## config.mk

```make
export PLATFORM = sky130hd
export DESIGN_NAME = lif_neuron
export DESIGN_NICKNAME = d
export VERILOG_FILES = /design/src/rtl/lif_neuron.sv
export SDC_FILE = /design/constraint.sdc
export NUM_CORES = 1
export LEC_CHECK = 0
export CAP_MARGIN = 25
export CORE_MARGIN = 5
export CORE_UTILIZATION = 35
export CTS_CLUSTER_DIAMETER = 120
export DETAILED_ROUTE_END_ITERATION = 10
export PLACE_DENSITY_LB_ADDON = 0.1
export SKIP_CTS_REPAIR_TIMING = 1
export SYNTH_ARGS = -nofsm -noshare
export SYNTH_HDL_FRONTEND = slang
export SYNTH_SLANG_ARGS = --single-unit
```

## constraint.sdc

```tcl
create_clock -name clk -period 7 [get_ports clk]
set_input_delay 1.75 -clock clk [delete_from_list [all_inputs] [get_ports clk]]
set_output_delay 1.75 -clock clk [all_outputs]
set_load 0.005 [all_outputs]
```

## src/rtl/lif_neuron.sv

```systemverilog
// Leaky integrate-and-fire neuron fed by the MAC weighted sum.
// Each accepted sample leaks the membrane potential by vmem>>>LEAK_SHIFT,
// adds the signed input with saturation, and fires a one-cycle spike when
// the result reaches THRESH. A refractory window then discards REFRAC
// samples. A saturating spike counter is kept for readout.
module lif_neuron #(
    parameter int IN_WIDTH   = 8,
    parameter int VM_WIDTH   = 12,
    parameter int THRESH     = 100,
    parameter int V_RESET    = 0,
    parameter int LEAK_SHIFT = 4,
    parameter int REFRAC     = 2,
    parameter int CNT_WIDTH  = 16
) (
    input  logic                 clk,
    input  logic                 rst_n,
    input  logic                 clear,
    input  logic                 in_valid,
    input  logic [IN_WIDTH-1:0]  syn_in,
    output logic                 spike_out,
    output logic [VM_WIDTH-1:0]  vmem,
    output logic                 refrac,
    output logic [CNT_WIDTH-1:0] spike_cnt
);

    localparam int RC_W = (REFRAC > 0) ? $clog2(REFRAC + 1) : 1;
    localparam int EXT_W = VM_WIDTH + 2;

    localparam logic signed [EXT_W-1:0]    VM_MAX_E  = EXT_W'((2 ** (VM_WIDTH - 1)) - 1);
    localparam logic signed [EXT_W-1:0]    VM_MIN_E  = -VM_MAX_E - 1;
    localparam logic signed [VM_WIDTH-1:0] THRESH_V  = VM_WIDTH'(THRESH);
    localparam logic signed [VM_WIDTH-1:0] V_RESET_V = VM_WIDTH'(V_RESET);
    localparam logic [RC_W-1:0]            RC_LOAD   = RC_W'(REFRAC);
    localparam logic [RC_W-1:0]            RC_LAST   = RC_W'(1);

    typedef enum logic {
        INTEGRATE  = 1'b0,
        REFRACTORY = 1'b1
    } state_t;

    state_t                      state_q, state_d;
    logic signed [VM_WIDTH-1:0]  vmem_q, vmem_d;
    logic                        spike_q, spike_d;
    logic                        refrac_q, refrac_d;
    logic [RC_W-1:0]             rc_q, rc_d;
    logic [CNT_WIDTH-1:0]        cnt_q, cnt_d;

    logic signed [EXT_W-1:0]     vm_ext;
    logic signed [EXT_W-1:0]     leak_ext;
    logic signed [EXT_W-1:0]     syn_ext;
    logic signed [EXT_W-1:0]     sum_ext;
    logic signed [VM_WIDTH-1:0]  vmem_next;

    // Clamp the widened sum back onto the membrane rails.
    function automatic logic signed [VM_WIDTH-1:0] sat_vm(input logic signed [EXT_W-1:0] x);
        if (x > VM_MAX_E) begin
            return VM_MAX_E[VM_WIDTH-1:0];
        end else if (x < VM_MIN_E) begin
            return VM_MIN_E[VM_WIDTH-1:0];
        end
        return x[VM_WIDTH-1:0];
    endfunction

    // Increment that sticks at all-ones instead of wrapping.
    function automatic logic [CNT_WIDTH-1:0] sat_inc(input logic [CNT_WIDTH-1:0] c);
        return (&c) ? c : c + 1'b1;
    endfunction

    // Leak/integrate arithmetic and next-state selection.
    always_comb begin
        state_d   = state_q;
        vmem_d    = vmem_q;
        spike_d   = 1'b0;
        refrac_d  = refrac_q;
        rc_d      = rc_q;
        cnt_d     = cnt_q;

        vm_ext    = vmem_q;
        leak_ext  = vmem_q >>> LEAK_SHIFT;
        syn_ext   = $signed(syn_in);
        sum_ext   = vm_ext - leak_ext + syn_ext;
        vmem_next = sat_vm(sum_ext);

        if (clear) begin
            state_d  = INTEGRATE;
            vmem_d   = V_RESET_V;
            refrac_d = 1'b0;
            rc_d     = '0;
            cnt_d    = '0;
        end else if (in_valid) begin
            case (state_q)
                INTEGRATE: begin
                    if (vmem_next >= THRESH_V) begin
                        vmem_d  = V_RESET_V;
                        spike_d = 1'b1;
                        cnt_d   = sat_inc(cnt_q);
                        if (REFRAC > 0) begin
                            state_d  = REFRACTORY;
                            rc_d     = RC_LOAD;
                            refrac_d = 1'b1;
                        end
                    end else begin
                        vmem_d = vmem_next;
                    end
                end
                REFRACTORY: begin
                    // Sample is discarded; the last one reopens integration.
                    vmem_d = V_RESET_V;
                    if (rc_q == RC_LAST) begin
                        state_d  = INTEGRATE;
                        refrac_d = 1'b0;
                        rc_d     = '0;
                    end else begin
                        rc_d = rc_q - 1'b1;
                    end
                end
                default: state_d = INTEGRATE;
            endcase
        end
    end

    // State and output registers, cleared asynchronously.
    always_ff @(posedge clk or negedge rst_n) begin
        if (!rst_n) begin
            state_q  <= INTEGRATE;
            vmem_q   <= '0;
            spike_q  <= 1'b0;
            refrac_q <= 1'b0;
            rc_q     <= '0;
            cnt_q    <= '0;
        end else begin
            state_q  <= state_d;
            vmem_q   <= vmem_d;
            spike_q  <= spike_d;
            refrac_q <= refrac_d;
            rc_q     <= rc_d;
            cnt_q    <= cnt_d;
        end
    end

    assign spike_out = spike_q;
    assign vmem      = vmem_q;
    assign refrac    = refrac_q;
    assign spike_cnt = cnt_q;

endmodule
```

==> summary by stage <==
GRT
The number of global-route vias before repair was between 2000 and 2500. Entering global routing, the biggest net connects 40 pins. The initial antenna violation count came to 0. The total overflow left after global routing is 0. The global-route wire length before repair is 12000 um. The total global-route track usage is 14.6%.

Final layout
After routing the design area is 3470 um2. The fraction of the core area covered by cells at the end of the flow is 42.6%. The post-route netlist has under 10% of its cells at a drive strength greater than 1. In the layout the commonest cells are sky130_fd_sc_hd__inv_1, sky130_fd_sc_hd__clkdlybuf4s50_1, sky130_fd_sc_hd__nor2_1, sky130_fd_sc_hd__dfrtp_1, sky130_fd_sc_hd__nand2_1.

The most common cell after layout, fill and taps aside is sky130_fd_sc_hd__inv_1. The area added between synthesis and finish is 19.9%. The net count of the finished layout is 417. The number of antenna diodes in the final layout is 0.

Floorplanning
The floorplan step defined a die boundary enclosing 10200 um2. The core region is 8130 um2. For this configuration, the core starts out at a cell density of 35.6%. The row count is 33. The horizontal die dimension is 101 um. The floorplan step set the die height to 101 um. The top-level port count is between 40 and 50.

Worst setup path
The data arrival time of the worst path is 5.45 ns. The register-to-register setup slack is 3.26 ns. STA puts the critical path data required time at 7.16 ns. The kind of capture point of the worst setup path is a flop. The endpoint identified for the worst register-to-register timing path is spike_cnt[12]. The critical path class is in2reg. The startpoint class of the critical path is an input port. In this run the worst path has a maximum fanout of 23. Measured in cells, the most critical reg-to-reg path has a length of 12. The launching point of the worst reg2reg path is vmem[3].

Route
The total number of vias is 2473. Dividing the detail-routed wire length by the instance count gives 14.6 um. The first-pass iteration count of the detailed router is 4. The vias per cell is 5.13. The starting DRC count in detailed routing is 73. In this run the remaining antenna-violating nets after routing total 0. The routed design has 7060 um of wire. For this run, design rule violations remaining after detail routing come to 0.

STA
The worst pin sits at a relative slew slack of 47.2%. For this run, the top clock speed supported by timing is 189 MHz. The number of max-slew violations in the final report came to 0. The clock arrives with 0.00214 ns of skew. The actual transition at the worst max-transition pin is 0.790 ns. Setup repair after global routing left no endpoint under its margin.

The number of failing hold endpoints at the final stage is 0. The setup slack of the critical path after layout is 1.72 ns. The final critical-path share of the clock period is between 70% and 80%. Setup total negative slack on the finished layout was measured at 0 ns. For the finished layout, the period the worst path requires is 5.28 ns. Setup violations remaining at the end of the flow were counted as 0.

Synthesis
The sequential cell area fraction in the yosys report is around 29%. Counting flops and latches in the post-synthesis netlist gives 33. The netlist area before placement is 2890 um2. During synthesis, Yosys emitted a total of 0 warnings. The prevailing post-synth register cell is sky130_fd_sc_hd__dfrtp_1.

Synthesis produced a netlist with a net count of 380. The cell count after synthesis came out at 339. The number of flops mapped to enable cells by yosys is 0.

Of all flip-flops after synthesis, the portion carrying an async set or reset was 100%. The average instance in the mapped netlist occupies 8.53 um2. The netlist uses 54 different library cells.

Flow run
The max capacitance violation total is 0.

Placed design
Timing analysis after detailed placement gives a worst setup slack of 1.40 ns. The number of I/O port buffers is a little over 40. The congestion estimate from routability-driven global placement came to around 0.85.

The total cell area at the placement stage is 3390 um2. Summed over all nets, the half-perimeter wirelength after detailed placement is about 5400 um.

Hold path
The path class of the tightest hold or removal check is reg2reg. The startpoint of the lowest-slack hold path is vmem[2]. For hold timing, the worst endpoint is vmem[2].

The worst hold path cell count is 1.

Power and ir drop
Across the VDD grid, the largest voltage drop is 296 uV. The standby leakage power is about 1.6 nW. Dividing total power by cell area gives a power density of about 500 nW/um2. The power consumption is 1.74 mW.

CTS
Clock latency on the worst-skew pair, taken at its later pin, is around 0.28 ns. The clock sink count is 33. The number of H-tree levels is 2. TritonCTS built the clock tree. The longest clock path from root to sink contains 2 buffers. After clock tree synthesis, the clock-pin slew on the worst setup and hold paths is approximately 0.060 ns. The buffer cell driving the clock tree root is sky130_fd_sc_hd__clkbuf_8.

The number of clock buffers added by TritonCTS is 5.

Status
The flow ran to the end, and the final reports show no timing, DRC or antenna violations.
-- critical path: stages --
cell                              delay (ns)
sky130_fd_sc_hd__clkdlybuf4s50_1        0.45
sky130_fd_sc_hd__inv_1                  0.05
sky130_fd_sc_hd__fa_1                   0.53
sky130_fd_sc_hd__inv_1                  0.04
sky130_fd_sc_hd__ha_1                   0.39
sky130_fd_sc_hd__a21o_1                 0.24
sky130_fd_sc_hd__a21o_1                 0.21
sky130_fd_sc_hd__or3_1                  0.37
sky130_fd_sc_hd__o311a_1                0.15
sky130_fd_sc_hd__a2111oi_2              0.38
sky130_fd_sc_hd__and4_4                 0.44
sky130_fd_sc_hd__nor3_1                 0.11
sky130_fd_sc_hd__mux2_1                 0.32
-- cell usage after synthesis, types with 2 or more instances --
| cell type | count | area [um2] |
|---|---|---|
| sky130_fd_sc_hd__a22o_1 | 2 | 17.5 |
| sky130_fd_sc_hd__nand2b_1 | 10 | 62.6 |
| sky130_fd_sc_hd__a32o_1 | 9 | 90.1 |
| sky130_fd_sc_hd__mux2_2 | 2 | 22.5 |
| sky130_fd_sc_hd__fa_1 | 11 | 220 |
| sky130_fd_sc_hd__nand4_1 | 10 | 62.6 |
| sky130_fd_sc_hd__nand3_1 | 2 | 10.0 |
| sky130_fd_sc_hd__buf_2 | 2 | 10.0 |
| sky130_fd_sc_hd__o311a_1 | 2 | 20.0 |
| sky130_fd_sc_hd__clkbuf_1 | 10 | 37.5 |
| sky130_fd_sc_hd__a21oi_1 | 18 | 90.1 |
| sky130_fd_sc_hd__mux2_1 | 5 | 56.3 |
| sky130_fd_sc_hd__o211ai_1 | 3 | 22.5 |
| sky130_fd_sc_hd__o21ai_0 | 12 | 60.1 |
| sky130_fd_sc_hd__nor3_1 | 8 | 40.0 |
| sky130_fd_sc_hd__ha_1 | 18 | 225 |
| sky130_fd_sc_hd__o21bai_1 | 2 | 15.0 |
| sky130_fd_sc_hd__a21o_1 | 6 | 45.0 |
| sky130_fd_sc_hd__nor2_1 | 33 | 124 |
| sky130_fd_sc_hd__xnor2_1 | 7 | 61.3 |
| sky130_fd_sc_hd__dfrtp_1 | 33 | 826 |
| sky130_fd_sc_hd__nand2_1 | 21 | 78.8 |
| sky130_fd_sc_hd__or4_1 | 2 | 15.0 |
| sky130_fd_sc_hd__mux2_4 | 2 | 30.0 |
| sky130_fd_sc_hd__mux2i_1 | 4 | 40.0 |
| sky130_fd_sc_hd__and3_1 | 6 | 37.5 |
| sky130_fd_sc_hd__nor4_1 | 2 | 12.5 |
| sky130_fd_sc_hd__buf_6 | 2 | 22.5 |
| sky130_fd_sc_hd__o2111ai_1 | 2 | 17.5 |
| sky130_fd_sc_hd__a311o_1 | 2 | 20.0 |
| sky130_fd_sc_hd__nor2b_1 | 16 | 100 |
| sky130_fd_sc_hd__or3_1 | 5 | 31.3 |
| sky130_fd_sc_hd__inv_1 | 49 | 184 |
-- logic make-up after synthesis --
logic type	synth area share (%)
simple gates	22.5
xor+xnor	2.42
buf+inv	8.78
compound gates	17.2
flops	28.5
fa+ha+maj	15.4
mux	5.15
-- worst max-delay path by stage --
| stage | slack, ns | to | startpoint |
|---|---|---|---|
| finish | 1.72 | spike_cnt[12] | syn_in[3] |
| global route | 1.50 | state_q | syn_in[7] |
| CTS | 1.69 | spike_cnt[12] | syn_in[3] |
| detailed placement | 1.40 | spike_cnt[12] | syn_in[3] |
| global placement | 1.42 | spike_cnt[7] | syn_in[3] |
| floorplan | 2.14 | spike_cnt[0] | syn_in[3] |
-- power breakdown --
part	leakage (nW)	total [mW]	internal, mW	switching, mW
registers	0.455	0.282	0.227	0.0544
logic	1.06	1.32	0.571	0.751
clock network	0.0395	0.136	0.0706	0.0649
-- flip-flops by register name (all words and copies together), names as in the netlist --
name       cells
state_q        1
refrac         1
spike_cnt     16
rc_q           2
spike_out      1
vmem          12
-- routing by layer --
layer  global-route usage (%)  part of all wire (%)  vias up
met3                     2.70                   3.8        5
met2                     22.4                    44       46
met5                        0                     0        -
met4                     3.07                  0.61        0
li1                         -                     -     1243
met1                     21.3                    52     1179
-- per-stage QoR --
step / hold slack (ns) / std cells
after floorplan: 0.511 / 339
after global placement: 0.510 / 474
after detailed placement: 0.516 / 474
after CTS: 0.532 / 482
after global routing: 0.562 / 482
final: 0.525 / 482
-- layout make-up --
type	instances	area, um2
repair buffers	44	433
multi-input cells	243	1810
clock buffers	8	80.1
inverters	49	184
fillers	848	4670
flip-flops and latches	33	826
well taps	105	131
(Power assumes the default switching activity.)
